File: src/rtl/mul_arbiter.sv
// Round-robin arbiter sharing one pipelined 8x8 multiplier between requesters.
// A {valid,id} tag pipe tracks each issued op so its product returns tagged.
module mul_arbiter #(
  parameter int N_REQ   = 4,
  parameter int MUL_LAT = 1,
  localparam int ID_W   = $clog2(N_REQ)
) (
  input  logic               clk,
  input  logic               rst,
  input  logic               en,
  input  logic [N_REQ-1:0]   req_valid,
  output logic [N_REQ-1:0]   req_ready,
  input  logic [8*N_REQ-1:0] req_a,
  input  logic [8*N_REQ-1:0] req_b,
  output logic [7:0]         mul_a,
  output logic [7:0]         mul_b,
  input  logic [15:0]        mul_p,
  output logic               rsp_valid,
  output logic [ID_W-1:0]    rsp_id,
  output logic [15:0]        rsp_p,
  output logic               busy
);

  typedef struct packed {
    logic            v;
    logic [ID_W-1:0] id;
  } tag_t;

  // ptr_q is the highest-priority index, i.e. last_granted + 1
  logic [ID_W-1:0]    ptr_q, ptr_d;
  logic [ID_W-1:0]    gnt_idx;
  logic               gnt_any;
  logic               hs;
  logic [7:0]         mul_a_q, mul_b_q;
  tag_t [MUL_LAT:0]   tag_q;
  logic               rsp_valid_q;
  logic [ID_W-1:0]    rsp_id_q;
  logic [15:0]        rsp_p_q;
  logic               inflight;

  always_comb begin
    gnt_any = 1'b0;
    gnt_idx = '0;
    for (int k = 0; k < N_REQ; k++) begin
      logic [ID_W:0] s;
      s = {1'b0, ptr_q} + (ID_W+1)'(k);
      if (s >= (ID_W+1)'(N_REQ))
        s = s - (ID_W+1)'(N_REQ);
      if (!gnt_any && req_valid[s[ID_W-1:0]]) begin
        gnt_any = 1'b1;
        gnt_idx = s[ID_W-1:0];
      end
    end
  end

  assign hs = en & gnt_any & ~rst;

  always_comb begin
    req_ready = '0;
    if (hs)
      req_ready = N_REQ'(1) << gnt_idx;
  end

  always_comb begin
    ptr_d = ptr_q;
    if (hs) begin
      if (gnt_idx == ID_W'(N_REQ - 1))
        ptr_d = '0;
      else
        ptr_d = gnt_idx + ID_W'(1);
    end
  end

  always_ff @(posedge clk or posedge rst) begin
    if (rst) begin
      ptr_q       <= '0;
      mul_a_q     <= '0;
      mul_b_q     <= '0;
      tag_q       <= '0;
      rsp_valid_q <= 1'b0;
      rsp_id_q    <= '0;
      rsp_p_q     <= '0;
    end else begin
      ptr_q <= ptr_d;
      if (hs) begin
        mul_a_q <= req_a[{gnt_idx, 3'b000} +: 8];
        mul_b_q <= req_b[{gnt_idx, 3'b000} +: 8];
      end
      // head stage lines up with mul_p for the same op
      tag_q <= {tag_q[MUL_LAT-1:0], tag_t'{v: hs, id: gnt_idx}};
      rsp_valid_q <= tag_q[MUL_LAT].v;
      if (tag_q[MUL_LAT].v) begin
        rsp_id_q <= tag_q[MUL_LAT].id;
        rsp_p_q  <= mul_p;
      end
    end
  end

  always_comb begin
    inflight = 1'b0;
    for (int i = 0; i <= MUL_LAT; i++)
      inflight = inflight | tag_q[i].v;
  end

  assign mul_a     = mul_a_q;
  assign mul_b     = mul_b_q;
  assign rsp_valid = rsp_valid_q;
  assign rsp_id    = rsp_id_q;
  assign rsp_p     = rsp_p_q;
  assign busy      = inflight | rsp_valid_q;

endmodule

File: config.mk
export PLATFORM = sky130hd
export DESIGN_NAME = mul_arbiter
export DESIGN_NICKNAME = d
export VERILOG_FILES = /design/src/rtl/mul_arbiter.sv
export SDC_FILE = /design/constraint.sdc
export NUM_CORES = 1
export LEC_CHECK = 0
export CAP_MARGIN = 20
export CORE_MARGIN = 4
export CORE_UTILIZATION = 40
export CTS_BUF_LIST = sky130_fd_sc_hd__clkbuf_4
export CTS_CLUSTER_SIZE = 30
export DETAILED_ROUTE_END_ITERATION = 10
export GPL_ROUTABILITY_DRIVEN = 0
export HOLD_SLACK_MARGIN = 0.03
export PLACE_DENSITY = 0.91
export SYNTH_ARGS = -nofsm -noshare
export SYNTH_HDL_FRONTEND = slang
export SYNTH_SLANG_ARGS = --single-unit
File: constraint.sdc
create_clock -name clk -period 1.9 [get_ports clk]
set_clock_uncertainty 0.05 [all_clocks]
set_input_delay 0.38 -clock clk [delete_from_list [all_inputs] [get_ports clk]]
set_output_delay 0.38 -clock clk [all_outputs]
set_load 0.01 [all_outputs]
==> impl_metrics.env <==
export IMPL_synthXorXnorAreaFrac_pct=0
export IMPL_area_delta_synth_final_pct=79.7
export IMPL_crit_chain="mux2i_1, o32ai_2, buf_4, nor2_4, ha_4, and2_4, buf_6"
export IMPL_routed_wl_um=6890
export IMPL_synth_top_area_share_pct=47.1
export IMPL_yosys_warnings=0
export IMPL_clkTransAtPathRegs_ns=0.12
export IMPL_clock_latency_ns=0.35
export IMPL_drt_pass1_iter_count=4
export IMPL_start_util_pct=41.5
export IMPL_hold_buffers=0
export IMPL_grt_pass1_wl_um=10700
export IMPL_core_area_um2=5510
export IMPL_rows=27
export IMPL_synthSimpleGateAreaFrac_pct=7.18
export IMPL_fin_area_um2=4100
export IMPL_cts_tree="yes"
export IMPL_max_cap_viol_count=0
export IMPL_synthArstFlopShare_pct=100
export IMPL_yosysMostFrequentCell="dfrtp_1"
export IMPL_synth_compound_area_share_pct=23.7
export IMPL_antenna_cells=0
export IMPL_cp_slowest_cell="dfrtp_2"
export IMPL_synth_cell_types=33
export IMPL_synth_edf_count=0
export IMPL_setup_slack_ns=-0.317
export IMPL_drv_slew=0
export IMPL_synth_seq_area_share_pct=47.1
export IMPL_dieArea_um2=6980
export IMPL_fillCellCount=380
export IMPL_cts_root_buffer="clkbuf_4"
export IMPL_synth_main_ff_cell="dfrtp_1"
export IMPL_critPathCaptureType="output port"
export IMPL_syn_area_um2=2280
export IMPL_ant_nets=0
export IMPL_synth_area_per_cell_um2=11.7
export IMPL_fmax_mhz=451
export IMPL_grt_pass1_vias=2236
export IMPL_finalSetupViolCount=20
export IMPL_synthMuxAreaShare_pct=16.3
export IMPL_grt_usage_pct=18.8
export IMPL_htreeDepth=2
export IMPL_vias=2226
export IMPL_cts_buffers=5
export IMPL_power_density_nw_per_um2=1020
export IMPL_synth_top_cell_by_area="dfrtp_1"
export IMPL_drtIter0Drc=71
export IMPL_cp_max_fo=5
export IMPL_min_period_over_period_pct=117
export IMPL_boundaryPins=127
export IMPL_grt_start_max_net_pins=31
export IMPL_ys_seq_elements=43
export IMPL_violations="negative setup slack"
export IMPL_cp_start_kind="flop"
export IMPL_worstSetupPathType="flop to output port"
export IMPL_period_minus_slack_ns=2.22
export IMPL_ys_top_cells_by_count="dfrtp_1 (43), mux2_2 (18), nor2_1 (18), mux2i_1 (17), o21ai_0 (14)"
export IMPL_synth_nets=283
export IMPL_layout_drive_gt1_share_pct=33.3
export IMPL_hp_class="input pin to asynchronous set/reset pin"
export IMPL_dpl_hpwl_um=5250
export IMPL_synth_area_leaders="dfrtp_1 (47%), mux2_2 (8.9%), mux2i_1 (7.5%)"
export IMPL_rsz0062_at_grt="true"
export IMPL_max_slew_margin_pct=75.4
export IMPL_dpl_cell_area_um2=3740
export IMPL_dieWidth_um=83.6
export IMPL_regToRegSetupSlack_ns=-0.06
export IMPL_finalPower_mw=4.19
export IMPL_hold_violations=0
export IMPL_antenna_found_initial=0
export IMPL_via_per_inst=5.30
export IMPL_cts_sinks=43
export IMPL_outcome="finished with violations"
export IMPL_overflow=0
export IMPL_wire_per_inst_um=16.4
export IMPL_fin_nets=435
export IMPL_cp_slowest_stage_delay_ns=0.44
export IMPL_worst_pin_slew_ns=0.369
export IMPL_synth_top_family_by_area="compound AO/OA/AOI/OAI gates"
export IMPL_drcViolationCount=0
export IMPL_final_util_pct=74.5
export IMPL_required_ns=1.47
export IMPL_die_h_um=83.6
export IMPL_ir_drop_v=0.000646
export IMPL_port_buffers=126
export IMPL_cts_max_path_buffers=2
export IMPL_power_leakage_nw=1.69
export IMPL_synth_cells=195
export IMPL_synthAdderAreaFrac_pct=0.548
export IMPL_crit_arrival_ns=1.79
## logic make-up (layout without fill, tap and decap cells)
kind of cell	count (synthesis)	count (layout)
adder cells (fa/ha/maj)	1	1
buffers and inverters	19	172
AO/OA/AOI/OAI	62	62
multiplexers	35	35
AND/OR/NAND/NOR	35	35
flip-flops	43	43
## report_power, final
part / internal (mW) / switching [mW] / total [mW] / leakage (nW)
combinational: 1.24 / 0.900 / 2.14 / 1.14
sequential: 1.16 / 0.172 / 1.34 / 0.493
clock: 0.425 / 0.285 / 0.709 / 0.0559
## path summary, 6_finish.rpt
path / start / end / cells after the start
worst min register to register: tag_q[1]$_DFF_PP0_ / tag_q[4]$_DFF_PP0_ / 0
worst max-delay path: ptr_q[1]$_DFFE_PP0P_ / req_ready[3] / 7
worst max register to register: ptr_q[1]$_DFFE_PP0P_ / mul_a[3]$_DFFE_PP0P_ / 8
min in group clk: tag_q[1]$_DFF_PP0_ / tag_q[4]$_DFF_PP0_ / 0
worst min-delay path: rst / mul_a[5]$_DFFE_PP0P_ / 3
max in group asynchronous: rst / ptr_q[1]$_DFFE_PP0P_ / 4
## sequential cells by signal (all words and copies together) (netlist names)
signal / cells
mul_a: 8
tag_q: 6
rsp_id: 2
rsp_p: 16
ptr_q: 2
mul_b: 8
rsp_valid: 1
## metrics by stage
step	setup slack, ns	setup TNS [ns]	hold slack, ns	instances
after detailed placement	-0.812	-9.89	0.286	403
after global routing	-0.411	-3.39	0.226	420
after CTS	-0.305	-0.863	0.211	419
after floorplan	0.0497	0	0.281	195
final	-0.317	-1.47	0.212	420
after global placement	-0.768	-8.49	0.281	403
## routing by layer
layer  wire length, µm  GRT usage, %  vias up  part of all wire [%]
met5                 0             0        -                     0
met4               163          5.12        0                   2.4
met2              3530          35.9      111                    51
li1                  -             -     1036                     -
met3               628          6.42       17                   9.1
met1              2570          19.4     1062                    37
## cell type report
class	instances	area, µm²	share of cell area [%]
multi-input cells	133	1260	30.8
clock buffers	6	45.0	1.10
repair buffers	159	1550	37.7
flip-flops and latches	43	1080	26.3
clock inverters	2	60.1	1.46
well taps	72	90.1	2.20
inverters	5	21.3	0.518
## critical path, delay by kind of cell (launching register included)
family | cells | cell delay [ns]
adder cells (fa/ha/maj) | 1 | 0.14
AO/OA/AOI/OAI | 1 | 0.12
multiplexers | 1 | 0.25
buffers and inverters | 2 | 0.27
AND/OR/NAND/NOR | 2 | 0.23
flip-flops | 1 | 0.44
## what timing repair did
action / in CTS / in global routing
pin swaps: 8 / 15
resized for setup: 51 / 26
setup buffers: 9 / 4
cloned: 0 / 1
endpoints found under the setup margin: 15 / 20
## cells in the final DEF (no fill, tap or decap), types with 2 or more instances in the layout
cell | synthesis | layout
a221oi_1 | 7 | 2
mux2i_2 | 0 | 5
mux2i_4 | 0 | 3
inv_1 | 3 | 2
o21ai_1 | 5 | 6
mux2i_1 | 17 | 9
bufinv_16 | 0 | 2
a21oi_1 | 5 | 3
o22ai_2 | 9 | 9
o22ai_1 | 7 | 7
mux2_2 | 18 | 18
clkbuf_4 | 0 | 6
clkdlybuf4s50_1 | 0 | 115
dlygate4sd2_1 | 0 | 4
and2_4 | 0 | 3
dfrtp_1 | 43 | 42
nor2_4 | 1 | 2
inv_2 | 2 | 2
buf_2 | 6 | 4
buf_6 | 3 | 5
nand2_1 | 7 | 7
buf_12 | 1 | 2
a21oi_2 | 0 | 2
nor2_1 | 18 | 17
o21ai_0 | 14 | 12
a221oi_2 | 9 | 13
buf_4 | 0 | 27
Note: power is estimated with default switching activity, not from simulation.
